**config.mk**
```make
export PLATFORM = sky130hd
export DESIGN_NAME = pwm_bank
export DESIGN_NICKNAME = d
export VERILOG_FILES = /design/src/rtl/pwm_pkg.sv /design/src/rtl/pwm_prescaler.sv /design/src/rtl/pwm_bank.sv
export SDC_FILE = /design/constraint.sdc
export NUM_CORES = 1
export LEC_CHECK = 0
export CORE_ASPECT_RATIO = 0.7
export CORE_UTILIZATION = 52
export CTS_BUF_LIST = sky130_fd_sc_hd__clkbuf_16
export CTS_CLUSTER_DIAMETER = 40
export DETAILED_ROUTE_END_ITERATION = 8
export GPL_ROUTABILITY_DRIVEN = 1
export PLACE_DENSITY_LB_ADDON = 0.12
export SLEW_MARGIN = 20
export SYNTH_ARGS = -nofsm -noshare
export SYNTH_HDL_FRONTEND = slang
export SYNTH_SLANG_ARGS = --single-unit
export TNS_END_PERCENT = 1
```
**constraint.sdc**
```tcl
create_clock -name clk -period 2.95 [get_ports clk]
set_input_delay 0.4425 -clock clk [delete_from_list [all_inputs] [get_ports clk]]
set_output_delay 0.4425 -clock clk [all_outputs]
set_load 0.01 [all_outputs]
```
**src/rtl/pwm_pkg.sv**
```systemverilog
// Shared constants and types for the PWM bank: register byte map, CTRL bit
// positions and the run/idle state encoding.
package pwm_pkg;

    localparam int CTRL_IDX     = 0;
    localparam int PRESCALE_IDX = 1;
    localparam int TOP_IDX      = 2;
    localparam int DUTY_BASE    = 3;

    localparam int EN_BIT  = 0;
    localparam int INV_BIT = 1;
    localparam int IMM_BIT = 2;

    localparam int STATUS_RUNNING_BIT = 0;

    typedef enum logic {
        IDLE = 1'b0,
        RUN  = 1'b1
    } state_t;

endpackage

```
**src/rtl/pwm_prescaler.sv**
```systemverilog
// Clock prescaler: emits a one-clk tick every (limit+1) clks while not cleared.
// The limit is live, so lowering it below the running count lets the counter
// roll through 255 before the next tick.
module pwm_prescaler (
    input  logic       clk,
    input  logic       rst_n,
    input  logic       clear,
    input  logic [7:0] limit,
    output logic       tick
);

    logic [7:0] pre_cnt;

    assign tick = !clear && (pre_cnt == limit);

    // Count up to the limit, restart on tick, hold at zero while cleared.
    always_ff @(posedge clk or negedge rst_n) begin
        if (!rst_n) begin
            pre_cnt <= '0;
        end else if (clear || tick) begin
            pre_cnt <= '0;
        end else begin
            pre_cnt <= pre_cnt + 8'd1;
        end
    end

endmodule

```
**src/rtl/pwm_bank.sv**
```systemverilog
// Multi-channel PWM generator fed by the SPI register bytes.
// TOP and DUTY are shadowed so a period always completes with the values it
// started with, unless IMM asks for immediate updates.
//
// state | meaning
// IDLE  | EN low: counters held at 0, outputs parked at the INV level
// RUN   | EN high: prescaler and period counter advance, outputs compare
module pwm_bank
    import pwm_pkg::*;
#(
    parameter int CHANNELS = 5
) (
    input  logic                      clk,
    input  logic                      rst_n,
    input  logic [(CHANNELS+3)*8-1:0] cfg,
    output logic [CHANNELS-1:0]       pwm_out,
    output logic [7:0]                status
);

    logic         en;
    logic         inv;
    logic         imm;
    logic [7:0]   prescale;
    logic [7:0]   top;
    logic         unused_ctrl;

    assign en       = cfg[CTRL_IDX*8 + EN_BIT];
    assign inv      = cfg[CTRL_IDX*8 + INV_BIT];
    assign imm      = cfg[CTRL_IDX*8 + IMM_BIT];
    assign prescale = cfg[PRESCALE_IDX*8 +: 8];
    assign top      = cfg[TOP_IDX*8 +: 8];

    // CTRL bits 7:3 are reserved.
    assign unused_ctrl = &{1'b0, cfg[CTRL_IDX*8 + 3 +: 5]};

    state_t                state;
    logic                  running;
    logic [7:0]            cnt;
    logic [6:0]            frame;
    logic [7:0]            top_sh;
    logic [7:0]            duty_sh [CHANNELS];
    logic                  go;
    logic                  tick;
    logic                  wrap;
    logic                  load;
    logic [CHANNELS-1:0]   level;

    // Counting only proceeds on clks where the FSM is already in RUN and EN
    // is still high; the clk EN drops is the clk everything is parked.
    assign go   = (state == RUN) && en;
    assign wrap = go && tick && (cnt == top_sh);
    assign load = !en || imm || wrap;

    pwm_prescaler u_prescaler (
        .clk   (clk),
        .rst_n (rst_n),
        .clear (!go),
        .limit (prescale),
        .tick  (tick)
    );

    // Run/idle FSM with the period counter and wrap counter it owns.
    always_ff @(posedge clk or negedge rst_n) begin
        if (!rst_n) begin
            state   <= IDLE;
            running <= 1'b0;
            cnt     <= '0;
            frame   <= '0;
        end else begin
            case (state)
                IDLE: if (en) state <= RUN;
                RUN:  if (!en) state <= IDLE;
                default: state <= IDLE;
            endcase
            running <= en;
            if (!go) begin
                cnt <= '0;
            end else if (tick) begin
                cnt <= wrap ? 8'd0 : cnt + 8'd1;
            end
            if (wrap) begin
                frame <= frame + 7'd1;
            end
        end
    end

    // Shadow TOP/DUTY: transparent while idle or in IMM mode, else at wrap.
    always_ff @(posedge clk or negedge rst_n) begin
        if (!rst_n) begin
            top_sh <= '0;
            for (int i = 0; i < CHANNELS; i++) begin
                duty_sh[i] <= '0;
            end
        end else if (load) begin
            top_sh <= top;
            for (int i = 0; i < CHANNELS; i++) begin
                duty_sh[i] <= cfg[(DUTY_BASE+i)*8 +: 8];
            end
        end
    end

    for (genvar g = 0; g < CHANNELS; g++) begin : g_cmp
        assign level[g] = (cnt < duty_sh[g]) ^ inv;
    end

    // Register the compare result; idle parks every pin at the INV level.
    always_ff @(posedge clk or negedge rst_n) begin
        if (!rst_n) begin
            pwm_out <= '0;
        end else begin
            pwm_out <= go ? level : {CHANNELS{inv}};
        end
    end

    assign status = {frame, running};

endmodule

```
==> results of run 1 <==
-- worst min path at each step --
stage / from / endpoint / slack [ns] / cells past startpoint
after floorplan: rst_n / cnt[0] / 0.15 / 0
after global placement: frame[6] / frame[6] / 0.46 / 1
after detailed placement: frame[6] / frame[6] / 0.46 / 1
after CTS: rst_n / frame[5] / 0.31 / 1
after global routing: rst_n / frame[5] / 0.34 / 1
final: rst_n / frame[5] / 0.27 / 1
-- power groups by stage --
stage	clock [mW]	sequential, mW	combinational (mW)
2_1_floorplan	0	1.17	0.147
3_3_place_gp	0	1.17	0.289
3_5_place_dp	0	1.18	0.301
4_1_cts	1.24	1.16	0.304
5_1_grt	1.30	1.17	0.332
6_report	1.22	1.16	0.297
-- layout make-up --
class / count / area, um2 / area share, %
Clock buffer: 9 / 225 / 4.22
Multi-Input combinational cell: 241 / 2030 / 38.0
Tap cell: 98 / 123 / 2.30
Clock inverter: 7 / 105 / 1.97
Timing Repair Buffer: 78 / 791 / 14.8
Sequential cell: 77 / 1930 / 36.1
Inverter: 37 / 139 / 2.60
-- routing by layer --
metal,track usage [%],vias to the layer above,routed length [um]
li1,-,1420,-
met1,31.5,1393,3970
met2,35.4,76,3990
met3,6.63,12,508
met4,5.41,0,79
met5,0,-,0
-- worst max-delay path: cells and delay by family, from the launching register on --
kind | cells | cell delay (ns)
flops | 1 | 0.69
simple gates | 2 | 0.56
compound gates | 1 | 0.32
xor+xnor | 1 | 0.13
buf+inv | 1 | 0.23
mux | 1 | 0.35
-- logic make-up (layout without fill, tap and decap cells) --
group,after synthesis,count (layout),share of synthesized area (%)
flops,77,77,46.5
mux,51,51,13.8
fa+ha+maj,38,38,11.5
xor+xnor,35,35,7.40
compound gates,42,42,6.31
buf+inv,47,131,4.86
simple gates,75,75,9.69
-- Yosys cell counts (5+ instances only) --
library cell | n | area [um2]
dfrtp_1 | 77 | 1930
ha_1 | 38 | 475
inv_1 | 37 | 139
xor2_1 | 31 | 272
mux2_2 | 29 | 327
mux2_1 | 20 | 225
nand2_1 | 18 | 67.6
a21oi_1 | 16 | 80.1
nand3_1 | 12 | 60.1
nor2_1 | 12 | 45.0
o21ai_0 | 9 | 45.0
a31oi_1 | 8 | 50.1
and3_1 | 8 | 50.1
nor2b_1 | 6 | 37.5
a2111o_1 | 5 | 56.3
nand2b_1 | 5 | 31.3
-- state kept, by name, summed over array words and instances (netlist names) --
| register | cells |
|---|---|
| top_sh | 8 |
| frame | 7 |
| running | 1 |
| duty_sh | 40 |
| u_prescaler.pre_cnt | 8 |
| cnt | 8 |
| pwm_out | 5 |
==> summary.txt, run 1 <==
Outcome
  • Result of the run: completed

Worst setup path
  • Arrival time of data at the critical path endpoint: 2.64 ns
  • CP startpoint: cnt[2]
  • Kind of end point of the critical path: register
  • Cell-by-cell listing of the critical path: xor2_1, nor4_1, nand2_1, o21ai_4, buf_12, mux2_1
  • Worst path slowest cell: dfrtp_1
  • Element type at the critical path start: register
  • Type of the worst setup path: register to register
  • Largest fanout on the critical path: 25
  • Flop-to-flop setup slack: 0.52 ns
  • Crit Reg-Reg Startpoint: cnt[2]
  • Worst setup path endpoint: duty_sh[28]
  • Required arrival time at the worst endpoint: 3.15 ns
  • Reg2Reg Capture Point: duty_sh[28]
  • Crit path largest cell delay: 0.69 ns
  • Worst-case reg-to-reg path depth: 6

STA
  • Final hold violation count: 0
  • Final max-slew violation count: 0
  • Actual transition at the worst max-transition pin: 0.958 ns
  • Slew headroom: 36.1%
  • Hold slack final: 0.267 ns
  • Final worst-path cycle share: 82.5%
  • Fin Clk Skew: 0.00689 ns
  • Crit path setup slack, layout: 0.515 ns
  • Final setup violation count: 0
  • Highest clock frequency the design can meet: 411 MHz
  • Time the worst path needs with I/O delays and setup: 2.43 ns
  • Final TNS setup: 0 ns
  • Unrepaired setup endpoints after global routing: no

Place
  • Last weighted congestion value of the routability-driven placer: 0.782
  • Area after DPL: 5010 um2
  • Placed wire-length estimate after detailed placement: 6.05 mm
  • Post-placement worst setup slack: 0.162 ns
  • Inst Count DP: 531
  • Port Buffers: 73

Synth
  • Post-synthesis sequential area ratio: 46.5%
  • Distinct cells, synth: 35
  • Synth warn: 0
  • Number of instances in the synthesized netlist: 365
  • Flop and latch count out of synthesis: 77
  • Summed instance area of the synthesized netlist: 4150 um2
  • Nets in the synthesized netlist: 469
  • Most used flip-flop cell after synthesis: dfrtp_1
  • Async set-or-reset flop fraction in the synthesized netlist: 100%
  • Number of synthesized flops with an enable pin: 0
  • Synthesized area per cell: 11.4 um2

Hold path
  • Worst hold-check path type: input pin to asynchronous set/reset pin

Die
  • Number of primary I/O pins: 79
  • Effective utilization at floorplan: 55.2%
  • Core Area: 7510 um2
  • Height of the die: 76.7 um
  • Full die area: 8340 um2
  • Number of standard-cell rows in the floorplan: 26
  • Die extent in x: 109 um

Final layout
  • Synth-to-Final Area Change: 28.8%
  • Final instance area: 5340 um2
  • Number of fill cells in the layout: 595
  • Antenna Cells: 0
  • Fin nets: 548
  • Fraction of layout instances using a drive strength above 1: 11.6%
  • Highest-count cells in the layout ignoring fill and taps: dfrtp_1 (77), clkdlybuf4s50_1 (72), inv_1 (38), ha_1 (38), xor2_1 (31)
  • Final std cells w/o fill: 547
  • Commonest non-fill, non-tap cell in the layout: dfrtp_1
  • Final cell utilization of the core: 71.0%

Clock network
  • Post-CTS setup buffer count: 0
  • Buffer levels on the longest clock path: 2
  • Clock buffer count from CTS: 9
  • Clock transition at the register clock pins on the worst setup and hold paths after CTS: 0.06 ns
  • Number of hold buffers added after cts: 0
  • Clock latency on the worst-skew pair: 0.33 ns
  • Count of H-tree levels built during CTS: 3
  • CTS root buffer: clkbuf_16
  • CTS tree: done
  • Count of instances resized after the clock tree is built: 0
  • Clock Sinks: 77

GRT
  • Via count of the first global-routing pass: 2966
  • Tot GR Track Use: 22.8%
  • Global-route wire length before repair: 14.4 mm
  • Number of antenna violations at the first check in global routing: 0
  • Pin count of the biggest net entering global routing: 78
  • Aggregate global routing overflow: 0

Route
  • Vias/cell: 5.30
  • DRC violations left: 0
  • Violation count after the first detailed-routing iteration: 95
  • Total number of vias: 2901
  • Number of nets still failing antenna checks after routing: 0
  • Router iterations before antenna repair: 4
  • Routed wire per std cell: 15.6 um
  • Aggregate routed wire length: 8.55 mm

Power
  • Logic gate share of total power: 11.1%
  • Switching fraction of total power: 21.2%
  • Clk network pwr share: 45.7%
  • Static Leakage: 2.58 nW
  • Net load switching power: 0.568 mW
  • Int Power: 2.11 mW
  • Cell Pwr Density: 502 nW/um2
  • Peak supply drop: 0.298 mV
  • Sequential share of power: 43.2%
  • Total power after layout: 2.68 mW

Run
  • Reported max-cap violation count: 0
Power figures use the tool's default switching activity.
==> run 2: changes to the inputs <==
--- a/config.mk
+++ b/config.mk
@@ -6,7 +6,7 @@
 export NUM_CORES = 1
 export LEC_CHECK = 0
 export CORE_ASPECT_RATIO = 0.7
-export CORE_UTILIZATION = 52
+export CORE_UTILIZATION = 47
 export CTS_BUF_LIST = sky130_fd_sc_hd__clkbuf_16
 export CTS_CLUSTER_DIAMETER = 40
 export DETAILED_ROUTE_END_ITERATION = 8
==> constraint.sdc (replaced) <==
create_clock -name clk -period 2 [get_ports clk]
set_input_delay 0.3 -clock clk [delete_from_list [all_inputs] [get_ports clk]]
set_output_delay 0.3 -clock clk [all_outputs]
set_load 0.01 [all_outputs]
==> summary.txt, run 2 (synthesis results as in run 1) <==
Outcome
  • Result of the run: finished, violations left
  • Violations in the final reports: negative setup slack

Worst setup path
  • CP most frequent cell: buf_12
  • Cell-by-cell listing of the critical path: xor2_1, nor4_2, buf_4, nand2_2, o21ai_4, buf_12, buf_12, mux2_1
  • Reg2Reg Capture Point: duty_sh[32]
  • Element type at the critical path start: register
  • Worst path slowest cell: dfrtp_1
  • Required arrival time at the worst endpoint: 2.21 ns
  • Largest fanout on the critical path: 12
  • Crit path largest cell delay: 0.38 ns
  • Worst-case reg-to-reg path depth: 8
  • Flop-to-flop setup slack: -0.11 ns
  • Kind of end point of the critical path: register
  • Arrival time of data at the critical path endpoint: 2.33 ns
  • Crit Reg-Reg Startpoint: top_sh[1]
  • Type of the worst setup path: register to register

Power
  • Peak supply drop: 0.534 mV
  • Cell Pwr Density: 659 nW/um2
  • Logic gate share of total power: 13.6%
  • Int Power: 2.91 mW
  • Switching fraction of total power: 23.0%
  • Clk network pwr share: 41.2%
  • Total power after layout: 3.78 mW
  • Static Leakage: 2.82 nW
  • Sequential share of power: 45.1%
  • Net load switching power: 0.870 mW

GRT
  • Via count of the first global-routing pass: 3083
  • Met2 routing resource usage after global routing: 34.5%
  • Tot GR Track Use: 21.0%
  • Aggregate global routing overflow: 0
  • Number of antenna violations at the first check in global routing: 0
  • Global-route wire length before repair: 14.5 mm
  • Met1 global-route usage: 26.8%
  • Pin count of the biggest net entering global routing: 41
  • Met3 capacity usage during global routing: 6.04%
  • Most utilized layer in the global route result: met2

Final layout
  • Synth-to-Final Area Change: 38.5%
  • Commonest non-fill, non-tap cell in the layout: dfrtp_1
  • Final cell utilization of the core: 67.4%
  • Register containing the most flip-flops in the final layout: duty_sh
  • Antenna Cells: 0
  • Fraction of layout instances using a drive strength above 1: 20.8%
  • Highest-count cells in the layout ignoring fill and taps: dfrtp_1 (77), clkdlybuf4s50_1 (71), inv_1 (37), ha_1 (37), xor2_1 (31)
  • Max reg flops: 40
  • Fin nets: 579

Clock network
  • Count of H-tree levels built during CTS: 3
  • CTS root buffer: clkbuf_16
  • Clock buffer count from CTS: 9
  • Buffer levels on the longest clock path: 2
  • CTS tree: done
  • Clock latency on the worst-skew pair: 0.34 ns
  • Clock Sinks: 77
  • Clock transition at the register clock pins on the worst setup and hold paths after CTS: 0.06 ns

Route
  • Aggregate routed wire length: 9.24 mm
  • Routed wire per std cell: 15.4 um
  • Violation count after the first detailed-routing iteration: 99
  • Number of nets still failing antenna checks after routing: 0
  • Router iterations before antenna repair: 4
  • Vias/cell: 5.03
  • DRC violations left: 0
  • Total number of vias: 3017

Place
  • Last weighted congestion value of the routability-driven placer: 0.798
  • Port Buffers: 73
  • Placed wire-length estimate after detailed placement: 6.21 mm

STA
  • Fin Clk Skew: 0.00523 ns
  • Unrepaired setup endpoints after global routing: yes
  • Crit path setup slack, layout: -0.111 ns
  • Final setup violation count: 48
  • Final worst-path cycle share: 106%
  • Time the worst path needs with I/O delays and setup: 2.11 ns
  • Final max-slew violation count: 0
  • Highest clock frequency the design can meet: 474 MHz
  • Final hold violation count: 0
  • Actual transition at the worst max-transition pin: 0.516 ns
  • Slew headroom: 65.6%

Hold path
  • Worst Hold Endpoint: frame[6]
  • Startpoint of the lowest-slack hold path: frame[6]
  • Worst hold-check path type: register to register
  • Hold-critical path depth: 1

Die
  • Die extent in x: 114 um
  • Number of primary I/O pins: 79
  • Effective utilization at floorplan: 48.7%
  • Full die area: 9210 um2
  • Height of the die: 80.6 um
  • Core Area: 8510 um2
  • Number of standard-cell rows in the floorplan: 28

Run
  • Reported max-cap violation count: 0
==> run 2: changes by cell type in the layout (fill, tap and decap cells not counted), moves of 2 or more <==
cell | previous run | this run
nor4_1 | 4 | 0
nor4_2 | 2 | 6
clkinv_2 | 0 | 3
buf_4 | 4 | 28
buf_6 | 0 | 2
buf_12 | 2 | 4
mux2_2 | 29 | 18
bufinv_16 | 3 | 1
mux2_1 | 20 | 13
clkbuf_16 | 9 | 11
mux2_4 | 0 | 18
==> run 2: critical path: cells and delay by family, from the launching register on <==
kind | cells | cell delay, ns
buf+inv | 3 | 0.50
flops | 1 | 0.38
simple gates | 2 | 0.40
mux | 1 | 0.34
xor+xnor | 1 | 0.17
compound gates | 1 | 0.19
==> run 2: layout make-up <==
| class | count | area (um2) |
|---|---|---|
| fill | 707 | 2770 |
| multi-input combinational | 241 | 2150 |
| sequential | 77 | 1930 |
| timing repair buffer | 109 | 1090 |
| clock buffer | 9 | 225 |
| tap | 120 | 150 |
| inverter | 37 | 139 |
| clock inverter | 7 | 56.3 |
==> run 2: what timing repair did <==
item / 4_1_cts / 5_1_grt
setup endpoints to repair: 50 / 61
resized for setup: 4 / 26
cloned: 0 / 3
hold endpoints to repair: 37 / 0
pin swaps: 3 / 5
buffers inserted: 1 / 5
hold buffers: 1 / 0
==> run 2: routing by layer <==
layer,vias up,wire [um]
li1,1474,-
met1,1458,4400
met2,73,4300
met3,12,390
met4,0,144
met5,-,0
==> run 2: through the flow <==
| stage | hold WS, ns | instance area, um2 | setup slack (ns) | setup TNS (ns) | cells |
|---|---|---|---|---|---|
| CTS | 0.476 | 5520 | -0.0813 | -3.12 | 592 |
| global placement | 0.309 | 5200 | -0.387 | -20.49 | 574 |
| global route | 0.500 | 5740 | -0.161 | -6.95 | 600 |
| finish | 0.478 | 5740 | -0.111 | -4.04 | 600 |
| floorplan | 0.00441 | 4150 | -0.112 | -3.73 | 365 |
| detailed placement | 0.312 | 5200 | -0.407 | -21.50 | 574 |
==> run 2: power groups by stage <==
stage          logic, mW  registers [mW]  clock network, mW
2_1_floorplan      0.219            1.72                  0
5_1_grt            0.571            1.72               1.67
4_1_cts            0.466            1.71               1.60
6_report           0.515            1.71               1.56
3_3_place_gp       0.440            1.73                  0
3_5_place_dp       0.457            1.73                  0
==> run 2: how the worst max path moves through the flow <==
stage                  end  slack, ns  cells after the start              startpoint
2_1_floorplan  duty_sh[25]      -0.11                      7  u_prescaler.pre_cnt[2]
3_3_place_gp   duty_sh[23]      -0.39                      7                  cfg[9]
3_5_place_dp   duty_sh[13]      -0.41                      7                 cfg[15]
4_1_cts        duty_sh[20]      -0.08                      6  u_prescaler.pre_cnt[0]
5_1_grt        duty_sh[17]      -0.16                      7  u_prescaler.pre_cnt[1]
6_report       duty_sh[32]      -0.11                      8               top_sh[1]
==> run 3: changes to the inputs <==
--- a/config.mk
+++ b/config.mk
@@ -12,7 +12,7 @@
 export DETAILED_ROUTE_END_ITERATION = 8
 export GPL_ROUTABILITY_DRIVEN = 1
 export PLACE_DENSITY_LB_ADDON = 0.12
-export SLEW_MARGIN = 20
+export SLEW_MARGIN = 40
 export SYNTH_ARGS = -nofsm -noshare
 export SYNTH_HDL_FRONTEND = slang
 export SYNTH_SLANG_ARGS = --single-unit
==> results of run 3 <==
Same layout as run 2: the final DEF is identical, and so are final timing and power.
